[config.mk]
export PLATFORM = sky130hd
export DESIGN_NAME = control_sequencer
export DESIGN_NICKNAME = d
export VERILOG_FILES = /design/src/rtl/control_sequencer_pkg.sv /design/src/rtl/control_sequencer_decoder.sv /design/src/rtl/control_sequencer.sv
export SDC_FILE = /design/constraint.sdc
export NUM_CORES = 1
export LEC_CHECK = 0
export ABC_AREA = 1
export CELL_PAD_IN_SITES_DETAIL_PLACEMENT = 1
export CELL_PAD_IN_SITES_GLOBAL_PLACEMENT = 2
export CORE_ASPECT_RATIO = 0.75
export CORE_MARGIN = 5
export CORE_UTILIZATION = 25
export DETAILED_ROUTE_END_ITERATION = 7
export GPL_ROUTABILITY_DRIVEN = 0
export GPL_TIMING_DRIVEN = 0
export PLACE_DENSITY_LB_ADDON = 0.15
export SYNTH_ARGS = -nofsm -noshare
export SYNTH_HDL_FRONTEND = slang
export SYNTH_HIERARCHICAL = 1
export SYNTH_SLANG_ARGS = --single-unit
export TNS_END_PERCENT = 10
[constraint.sdc]
create_clock -name clk -period 1.7 [get_ports clk]
set_input_delay 0.17 -clock clk [delete_from_list [all_inputs] [get_ports clk]]
set_output_delay 0.17 -clock clk [all_outputs]
set_load 0.01 [all_outputs]
[src/rtl/control_sequencer_pkg.sv]
// cpu_pkg: shared opcodes, sequencer state encoding, instruction field positions
// and the opcode legality check for the 16-bit, 16-register CPU.
package cpu_pkg;

    localparam logic [3:0] OP_SETC = 4'h0;
    localparam logic [3:0] OP_COPY = 4'h2;
    localparam logic [3:0] OP_ADD  = 4'h4;
    localparam logic [3:0] OP_NEG  = 4'h5;
    localparam logic [3:0] OP_AND  = 4'h6;
    localparam logic [3:0] OP_OR   = 4'h7;
    localparam logic [3:0] OP_SHL1 = 4'h8;
    localparam logic [3:0] OP_GT   = 4'hB;
    localparam logic [3:0] OP_HALT = 4'hE;

    typedef enum logic [2:0] {
        ST_IDLE,
        ST_FETCH,
        ST_DECODE,
        ST_EXECUTE,
        ST_HALTED
    } seqState_t;

    localparam int OPC_HI  = 15;
    localparam int OPC_LO  = 12;
    localparam int DST_HI  = 11;
    localparam int DST_LO  = 8;
    localparam int SRCA_HI = 7;
    localparam int SRCA_LO = 4;
    localparam int SRCB_HI = 3;
    localparam int SRCB_LO = 0;
    localparam int IMM_HI  = 7;
    localparam int IMM_LO  = 0;

    function automatic logic isLegalOpcode(input logic [3:0] op);
        return op inside {OP_SETC, OP_COPY, OP_ADD, OP_NEG, OP_AND, OP_OR, OP_SHL1, OP_GT, OP_HALT};
    endfunction

endpackage

[src/rtl/control_sequencer_decoder.sv]
// instruction_decoder: combinational opcode classification.
// Ports: opcode in; legal, writesReg, immSelect, isHalt out.
module instruction_decoder
    import cpu_pkg::*;
(
    input  logic [3:0] opcode,
    output logic       legal,
    output logic       writesReg,
    output logic       immSelect,
    output logic       isHalt
);

    assign legal     = isLegalOpcode(opcode);
    assign isHalt    = opcode == OP_HALT;
    assign writesReg = legal && !isHalt;
    assign immSelect = opcode == OP_SETC;

endmodule

[src/rtl/control_sequencer.sv]
// control_sequencer: multi-cycle fetch/decode/execute controller.
// Ports: clk, reset (sync, active-high), start, programSel in; instruction in from memory;
// address/programSelect to memory; regReadA/B, regWriteEn/Addr, aluOp, immSelect, immediate
// to the datapath; busy, done, illegalOp, overrun, instrCount status.
module control_sequencer
    import cpu_pkg::*;
#(
    parameter int ADDR_W    = 8,
    parameter int MEM_DEPTH = 128
) (
    input  logic              clk,
    input  logic              reset,
    input  logic              start,
    input  logic [1:0]        programSel,
    input  logic [15:0]       instruction,
    output logic [ADDR_W-1:0] address,
    output logic [1:0]        programSelect,
    output logic [3:0]        regReadA,
    output logic [3:0]        regReadB,
    output logic              regWriteEn,
    output logic [3:0]        regWriteAddr,
    output logic [3:0]        aluOp,
    output logic              immSelect,
    output logic [7:0]        immediate,
    output logic              busy,
    output logic              done,
    output logic              illegalOp,
    output logic              overrun,
    output logic [7:0]        instrCount
);

    seqState_t         state, nextState;
    logic [ADDR_W-1:0] pc;
    logic [15:0]       ir;
    logic              decLegal, decWrites, decImm, decHalt;
    logic              lastPc;

    instruction_decoder decoder (
        .opcode   (ir[OPC_HI:OPC_LO]),
        .legal    (decLegal),
        .writesReg(decWrites),
        .immSelect(decImm),
        .isHalt   (decHalt)
    );

    assign lastPc     = pc == ADDR_W'(MEM_DEPTH - 1);
    assign address    = pc;
    assign regReadA   = ir[SRCA_HI:SRCA_LO];
    assign regReadB   = ir[SRCB_HI:SRCB_LO];
    assign immediate  = ir[IMM_HI:IMM_LO];
    assign regWriteEn = state == ST_EXECUTE && decWrites;
    assign busy       = state inside {ST_FETCH, ST_DECODE, ST_EXECUTE};
    assign done       = state == ST_HALTED;

    always_comb begin
        nextState = state;
        case (state)
            ST_IDLE, ST_HALTED: nextState = start ? ST_FETCH : state;
            ST_FETCH:           nextState = ST_DECODE;
            ST_DECODE:          nextState = decHalt ? ST_HALTED : ST_EXECUTE;
            ST_EXECUTE:         nextState = lastPc ? ST_HALTED : ST_FETCH;
            default:            nextState = ST_IDLE;
        endcase
    end

    always_ff @(posedge clk) begin
        if (reset) state <= ST_IDLE;
        else       state <= nextState;
    end

    // Write-side controls are registered when leaving DECODE so they stay
    // stable through EXECUTE and keep their last values in HALTED.
    always_ff @(posedge clk) begin
        if (reset) begin
            pc            <= '0;
            ir            <= '0;
            programSelect <= '0;
            instrCount    <= '0;
            illegalOp     <= 1'b0;
            overrun       <= 1'b0;
            regWriteAddr  <= '0;
            aluOp         <= '0;
            immSelect     <= 1'b0;
        end else begin
            case (state)
                ST_IDLE, ST_HALTED: begin
                    if (start) begin
                        programSelect <= programSel;
                        pc            <= '0;
                        instrCount    <= '0;
                        illegalOp     <= 1'b0;
                        overrun       <= 1'b0;
                    end
                end
                ST_FETCH: ir <= instruction;
                ST_DECODE: begin
                    if (!decHalt) begin
                        regWriteAddr <= ir[DST_HI:DST_LO];
                        aluOp        <= ir[OPC_HI:OPC_LO];
                        immSelect    <= decImm && decLegal;
                    end
                end
                ST_EXECUTE: begin
                    if (instrCount != 8'hFF) instrCount <= instrCount + 8'd1;
                    if (!decLegal) illegalOp <= 1'b1;
                    if (lastPc) overrun <= 1'b1;
                    else        pc <= pc + 1'b1;
                end
                default: ;
            endcase
        end
    end

endmodule

==> results.txt, run 1 <==
----------------------------------------------------
[Outcome]
  Status ... finished, final reports clean

[Power and ir drop]
  Sequential power share ... 42.8%
  Relative contribution of the clock network to total power ... 34.5%
  Switching power as a share of total power ... 28.5%
  Internal portion of total power ... 2.15 mW
  Leak ... 1.32 nW
  Power share of the combinational group ... 22.8%
  Power per Cell Area ... 919 nW/um2
  Worst vdd rail ir drop ... 0.373 mV
  Net switching power figure ... 858 uW

[Placement]
  Post-DP Area ... 3110 um2
  Placed Cells ... 507
  IO buf count ... 68
  HPWL after DPL ... 5420 um
  Pre-CTS WS ... -0.118 ns

[Setup path]
  CP Launch Type ... flip-flop
  Worst setup path category ... flip-flop to primary output
  Crit path DAT ... 1.44 ns
  Data required time of the critical path ... 1.53 ns
  Crit. End Element ... primary output
  Worst-path fanout max ... 5

[Synth]
  Yosys warning total ... 6
  Yosys cell types ... 24
  Number of synthesized flops with an enable pin ... 0
  Ys flop type ... dfxtp_1
  Nets in the synthesized netlist ... 350
  Sequential fraction of the synthesis area ... 42.0%
  Cell area after synthesis ... 2290 um2
  Flip-flop and latch count after synthesis ... 48
  Cell types with the largest area share after synthesis ... dfxtp_1 42%, nand2_1 8.9%, inv_1 8.7%, a21oi_1 8.3%, o21ai_0 6.3%
  Cells after synthesis ... 327
  Library cell with the largest summed area after synthesis ... dfxtp_1
  Area share of the leading cell type in the synthesized netlist ... 42.0%
  Async set-or-reset flop fraction in the synthesized netlist ... 0%
  Avg Synthesized Cell Area ... 7.00 um2

[STA]
  Worst slew slack as a fraction of its limit ... between 60% and 70%
  Final TNS setup ... 0 ns
  Hold Violations, Final ... 0
  Slew @ Worst Pin ... 0.573 ns
  Final clock skew ... between 0.002 and 0.003 ns
  Setup repair after global routing missed its margin ... false
  Share of the cycle needed by the critical path after routing ... 94.7%
  Maximum operating frequency ... 621 MHz
  Final-report max-slew violation count ... 0
  PnR worst setup slack ... slightly below 0.09 ns
  Final setup fails ... 0
  Final Critical Period ... 1.61 ns

[Drt]
  Total wire length after detailed routing ... 7130 um
  Number of detailed-routing iterations run before antenna repair ... 4
  Wire length per cell ... 13.8 um
  DRT iter0 DRCs ... 63
  Vias/cell ... 4.40
  Antenna-violating nets left ... 0
  Routed via count ... 2268
  Number of design rule violations left after detail routing ... 0

[Global route]
  Via count of the first global-routing pass ... 2308
  Most used routing layer in global routing ... met2
  First-pass GRT wire length ... 11600 um
  GRT Total Usage ... around an eighth
  Number of antenna violations at the first check in global routing ... 0
  Maximum number of pins on one net before global-route repair ... 15
  Global routing met2 resource utilization ... 19.5%
  Met3 Resource Use GR ... 2.87%
  Gr ovfl total ... 0
  Grt met1 use ... 18.6%

[Floorplanning]
  Die outline height ... between 90 and 100 um
  Number of placed I/O pins ... 69
  Standard-cell rows ... 30
  Core box area ... 9010 um2
  Total Die Area ... 11200 um2
  Starting density of the core ... 25.4%
  Die boundary width ... 120 um

[Layout]
  Top library cells by usage in the layout, fill and taps aside ... 66 x clkdlybuf4s50_1, 54 x nand2_1, 53 x inv_1, 44 x dfxtp_1, 38 x a21oi_1
  Finished Layout Cells ... 515
  Share of post-route cells with drive strength above 1 ... 12.2%
  Area of all sequential standard cells ... 966 um2
  Non-Filler Cell Area, Final ... roughly 3300 um2
  Layout fillers ... 1149
  Layout Area Growth over Synthesis ... 43.2%
  Footprint of the multi-input gates ... 970 um2
  Leading cell type in the layout, fill and taps excluded ... clkdlybuf4s50_1
  Net total in the final layout ... 425
  Ant. Diodes ... 0

[Hold path]
  Worst Hold Class ... flip-flop to flip-flop

[Clock tree]
  Number of buffers on the longest clock path ... 2
  Clock transition time at the flip-flop clock pins of the worst setup and hold paths ... 0.07 ns
  Clock sinks ... 48
  Clk Latency, worst-skew pair ... 0.29 ns
  Clock buffers created by TritonCTS ... 5
  # H-tree levels ... 2
  Count of hold buffers inserted by post-cts repair ... 0
  Root buffer cell ... clkbuf_16
  Number of buffers inserted by post-CTS setup repair ... 0
  TritonCTS clock tree ... built

[Job]
  MaxCap Viol Count ... 0

----------------------------------------------------
[power groups by stage]
stage,clock network (mW),registers [mW],logic (mW)
after global routing,1.12,1.30,0.760
final,1.04,1.29,0.685
after floorplan,0,1.31,0.355
after global placement,0,1.31,0.679
after CTS,1.06,1.29,0.694
after detailed placement,0,1.31,0.691
[metal layers]
metal	up-vias	wire length (um)
met5	-	0
met4	0	98
met3	8	231
met2	40	3050
met1	1048	3750
li1	1172	-
[layout make-up]
type | count | area share, %
plain buffers | 26 | 5.46
clock buffers | 7 | 4.35
flip-flops and latches | 48 | 29.5
multi-input cells | 200 | 29.6
inverters | 53 | 6.07
well taps | 112 | 4.27
repair buffers | 68 | 20.6
clock inverters | 1 | 0.229
[sequential cells by signal, summed over array words and instances (netlist names), 2 cells and up]
name,flops
address,8
aluOp,4
instrCount,8
ir,16
programSelect,2
regWriteAddr,4
state,3
[final timing paths]
| check | endpoint | slack, ns | startpoint | cells after the start |
|---|---|---|---|---|
| setup / recovery | busy | 0.09 | state[0] | 3 |
| hold / removal | ir[8] | 0.46 | ir[8] | 2 |
| setup reg to reg | instrCount[1] | 0.17 | instrCount[1] | 8 |
| hold reg to reg | ir[8] | 0.46 | ir[8] | 2 |
[cell families (layout without fill, tap and decap cells)]
| family | count (synthesis) | count (layout) | share of synthesized area [%] |
|---|---|---|---|
| flip-flops | 48 | 48 | 42.0 |
| AND/OR/NAND/NOR | 128 | 128 | 24.9 |
| adder cells (fa/ha/maj) | 2 | 2 | 1.09 |
| buffers and inverters | 79 | 155 | 16.5 |
| AO/OA/AOI/OAI | 70 | 70 | 15.5 |
[cells in the mapped netlist, types with 2 or more instances]
master	instances
nand4_1	3
nand2_2	4
a21oi_1	38
buf_6	2
a31oi_1	2
nor2_2	3
ha_1	2
nor2_1	32
nand3b_1	2
nand3_1	23
clkbuf_1	3
nor3_1	2
o21ai_0	29
buf_4	16
clkbuf_2	2
or2_2	2
buf_2	3
nand2_1	54
inv_1	53
dfxtp_1	48
[stage by stage]
stage | power, mW | utilization (%) | hold WS (ns)
5_1_grt | 3.18 | 36.4 | 0.482
3_3_place_gp | 1.99 | 34.5 | 0.443
2_1_floorplan | 1.66 | - | 0.239
4_1_cts | 3.05 | 36.2 | 0.461
6_report | 3.01 | 36.4 | 0.457
3_5_place_dp | 2.00 | 34.5 | 0.450
[repair_timing]
action,in CTS,in global routing
setup endpoints to repair,2,12
hold endpoints to repair,0,0
resized for setup,3,9
[worst max-delay path, cell delays in order, from the launching register on]
cell             delay, ns
dfxtp_2               0.38
nor2_2                0.07
nor2_1                0.12
clkdlybuf4s50_1       0.57
Note: power is estimated with default switching activity, not from simulation.
==> run 2: changes to the inputs <==
--- a/config.mk
+++ b/config.mk
@@ -5,12 +5,12 @@
 export SDC_FILE = /design/constraint.sdc
 export NUM_CORES = 1
 export LEC_CHECK = 0
-export ABC_AREA = 1
+export ABC_CLOCK_PERIOD_IN_PS = 1700
 export CELL_PAD_IN_SITES_DETAIL_PLACEMENT = 1
 export CELL_PAD_IN_SITES_GLOBAL_PLACEMENT = 2
 export CORE_ASPECT_RATIO = 0.75
 export CORE_MARGIN = 5
-export CORE_UTILIZATION = 25
+export CORE_UTILIZATION = 26
 export DETAILED_ROUTE_END_ITERATION = 7
 export GPL_ROUTABILITY_DRIVEN = 0
 export GPL_TIMING_DRIVEN = 0
==> run 2 against run 1 <==
  * The flow now finishes with violations (setup timing)
  * Utilization increased by 4.0 points
  * Register-to-register slack got worse by 0.19 ns
  * Die area is 3.0% lower
  * Global-route usage rose by 0.16 points
  * Count of clock-buffer cells in the layout shrank 1
  * Total power fell by 7.8%
  * Largest power group unchanged
  * Non-clock buffer count increased by 13
==> results.txt, run 2 <==
----------------------------------------------------
[STA]
  Share of the cycle needed by the critical path after routing ... 101% (+6.7 points)
  Final clock skew ... 0.00370 ns (+0.000730 ns)
  Final-report max-slew violation count ... 0 (unchanged)
  PnR worst setup slack ... -0.0239 ns (-0.113 ns)
  Slew @ Worst Pin ... 0.657 ns (+0.0841 ns)
  Setup repair after global routing missed its margin ... true
  Final setup fails ... 9 (+9)
  Worst slew slack as a fraction of its limit ... 56.2% (-5.6 points)
  Hold Violations, Final ... 0 (unchanged)
  Maximum operating frequency ... 580 MHz (-6.6%)
  Final Critical Period ... 1.72 ns (+0.113 ns)

[Synth]
  Sequential fraction of the synthesis area ... 41.8% (-0.23 points)
  Xor and xnor fraction of the mapped netlist area ... 0.381% (+0.38 points)
  Most common cell in the netlist ... nand2_1
  Mux share of post-synthesis cell area ... 1.31% (+1.3 points)
  Cell types with the largest area share after synthesis ... dfxtp_1 42%, nand2_1 11%, a21oi_1 7.0%, buf_4 5.2%, nand3_1 2.6%
  Yosys warning total ... 6 (unchanged)
  Number of synthesized flops with an enable pin ... 0 (unchanged)
  Nets in the synthesized netlist ... 302 (-14%)
  Cell area after synthesis ... 2300 um2 (+0.55%)
  Post-synthesis compound-gate area fraction ... 19.2% (+3.7 points)
  Avg Synthesized Cell Area ... 8.25 um2 (+18%)
  Arithmetic-cell share of the synthesized area counting full adders, half adders and majority gates ... 1.09% (-0.0059 points)
  Yosys cell types ... 51 (+110%)
  Main combinational cell family by area after synthesis ... simple AND/OR/NAND/NOR gates
  Area share of the leading cell type in the synthesized netlist ... 41.8% (-0.23 points)
  Flip-flop and latch count after synthesis ... 48 (unchanged)
  Most used standard cells in the synthesized netlist ... 67 x nand2_1, 48 x dfxtp_1, 32 x a21oi_1
  Library cell with the largest summed area after synthesis ... dfxtp_1
  Async set-or-reset flop fraction in the synthesized netlist ... 0% (unchanged)
  Ys flop type ... dfxtp_1
  Cells after synthesis ... 279 (-15%)
  Post-Synth Simple-Gate Area ... 26.6% (+1.8 points)

[Layout]
  Layout Area Growth over Synthesis ... 50.2%
  End-of-flow core utilization ... 40.4% (+4.0 points)
  Ant. Diodes ... 0 (unchanged)
  Share of post-route cells with drive strength above 1 ... 23.4% (+11 points)
  Net total in the final layout ... 386 (-9.2%)
  Flip-flop count of the largest register, all copies and words added ... 16 (unchanged)
  Finished Layout Cells ... 472 (-8.3%)
  Top library cells by usage in the layout, fill and taps aside ... 65 x clkdlybuf4s50_1, 61 x nand2_1, 37 x dfxtp_1, 28 x a21oi_1, 25 x buf_4
  Leading cell type in the layout, fill and taps excluded ... clkdlybuf4s50_1
  Layout fillers ... 1039 (-9.6%)
  Largest register by flop count ... ir
  Non-Filler Cell Area, Final ... 3460 um2 (+5.4%)

[Outcome]
  Violated checks ... setup timing
  Status ... complete, but fails checks

[Floorplanning]
  Core box area ... 8560 um2 (-4.9%)
  Starting density of the core ... 26.9% (+1.5 points)
  Number of placed I/O pins ... 69 (unchanged)
  Total Die Area ... 10900 um2 (-3.0%)
  Die boundary width ... 119 um (-1.5%)
  Die outline height ... 91.5 um (-1.5%)
  Standard-cell rows ... 29 (-3.3%)

[Global route]
  GRT Total Usage ... 13.3% (+0.16 points)
  Maximum number of pins on one net before global-route repair ... 15 (unchanged)
  Number of antenna violations at the first check in global routing ... 0 (unchanged)
  First-pass GRT wire length ... 11900 um (+2.5%)
  Gr ovfl total ... 0 (unchanged)
  Via count of the first global-routing pass ... 2306 (-0.087%)

[Setup path]
  Crit. End Element ... flip-flop
  CP Launch Type ... flip-flop
  Worst setup path category ... flip-flop to flip-flop
  Crit path DAT ... 1.86 ns (+0.42 ns)
  Data required time of the critical path ... 1.84 ns (+0.31 ns)
  Worst-path fanout max ... 6 (+1)

[Drt]
  Wire length per cell ... 15.5 um (+12%)
  Antenna-violating nets left ... 0 (unchanged)
  DRT iter0 DRCs ... 57 (-9.5%)
  Detailed-routed wire length on met2 ... 3140 um (+3.1%)
  Total wire length after detailed routing ... 7310 um (+2.6%)
  Routed via count ... 2248 (-0.88%)
  Met3 WL ... 343 um (+48%)
  Highest metal layer with signal wires ... met4
  Number of detailed-routing iterations run before antenna repair ... 4 (unchanged)
  Number of design rule violations left after detail routing ... 0 (unchanged)
  Vias/cell ... 4.76 (+8.1%)
  Routed met1 length ... 3780 um (+0.91%)

[Power and ir drop]
  Power per Cell Area ... 804 nW/um2 (-13%)
  Leak ... 1.25 nW (-5.7%)
  Power consumption ... 2.78 mW (-7.8%)
  Worst vdd rail ir drop ... 0.372 mV (-0.37%)

[Placement]
  Post-DP Area ... 3110 um2 (about the same)
  IO buf count ... 67 (-1.5%)
  Pre-CTS WS ... -0.251 ns (-0.133 ns)
  Placed Cells ... 454 (-10%)
  HPWL after DPL ... 5160 um (-4.7%)

[Clock tree]
  Clk Latency, worst-skew pair ... 0.28 ns (about the same)
  Clock sinks ... 48 (unchanged)
  Root buffer cell ... clkbuf_16
  Number of buffers on the longest clock path ... 2 (unchanged)
  Clock transition time at the flip-flop clock pins of the worst setup and hold paths ... 0.07 ns (about the same)
  # H-tree levels ... 2 (unchanged)
  TritonCTS clock tree ... built
  Clock buffers created by TritonCTS ... 5 (unchanged)

[Job]
  MaxCap Viol Count ... 0 (unchanged)

[Hold path]
  Worst Hold Class ... input pin to flip-flop

----------------------------------------------------
## run 2: changes by cell type after synthesis, sizes merged, moves of 3 or more
cell     previous run  this run
o21ai              29         7
a21oi              38        32
mux2i               0         3
nor2               36        15
nand2              58        67
o2111ai             0         4
a2111o              0         4
nand3              24        12
inv                53         5
buf                21        25
a211oi              0         3
## run 2: final timing paths
| check | from | to | slack (ns) | cells after the start |
|---|---|---|---|---|
| worst max register to register | ir[12] | aluOp[2] | -0.02 | 6 |
| worst min register to register | regWriteAddr[0] | regWriteAddr[0] | 0.46 | 2 |
| worst max-delay path | ir[12] | aluOp[2] | -0.02 | 6 |
| worst min-delay path | reset | instrCount[7] | 0.41 | 3 |
## run 2: per-stage QoR
step | setup TNS [ns] | hold WS, ns
6_report | -0.155 | 0.415
5_1_grt | -0.736 | 0.434
4_1_cts | -0.0816 | 0.424
3_5_place_dp | -2.78 | 0.450
3_3_place_gp | -2.82 | 0.443
2_1_floorplan | 0 | 0.306
## run 2: timing repair
| item | 4_1_cts | 5_1_grt |
|---|---|---|
| hold endpoints to repair | 0 | 0 |
| pin swaps | 1 | 11 |
| hold buffers | 0 | 0 |
| cloned | 0 | 1 |
| resized for setup | 13 | 36 |
| endpoints found under the setup margin | 14 | 29 |
| setup buffers | 2 | 7 |
## run 2: critical path, cell delays in order (launching register included)
cell and delay (ns):
dfxtp_4 0.37, and4b_2 0.25, or3b_4 0.42, or2_4 0.28, buf_6 0.14, nand2_2 0.06, a21oi_1 0.06
## run 2: cell families after synthesis
group / Yosys count
compound gates: 63
xor+xnor: 1
fa+ha+maj: 2
buf+inv: 35
flops: 48
mux: 3
simple gates: 127
## run 2: metal layers
metal  track usage, %  up-vias
li1                 -     1137
met1             18.5     1061
met2             20.4       46
met3             4.10        4
met4             2.31        0
met5                0        -
## run 2: power by group
group          switching (mW)  leakage, nW  internal, mW
clock network           0.426       0.0766         0.581
registers              0.0588        0.395          1.18
logic                   0.267        0.773         0.268
## run 2: area by class of cell
class	count	area (um2)	share of cell area, %
Timing Repair Buffer	77	747	21.6
Multi-Input combinational cell	196	1210	35.0
Clock buffer	6	139	4.02
Tap cell	108	135	3.91
Buffer	30	213	6.15
Clock inverter	2	10.0	0.290
Inverter	5	18.8	0.543
Sequential cell	48	985	28.5
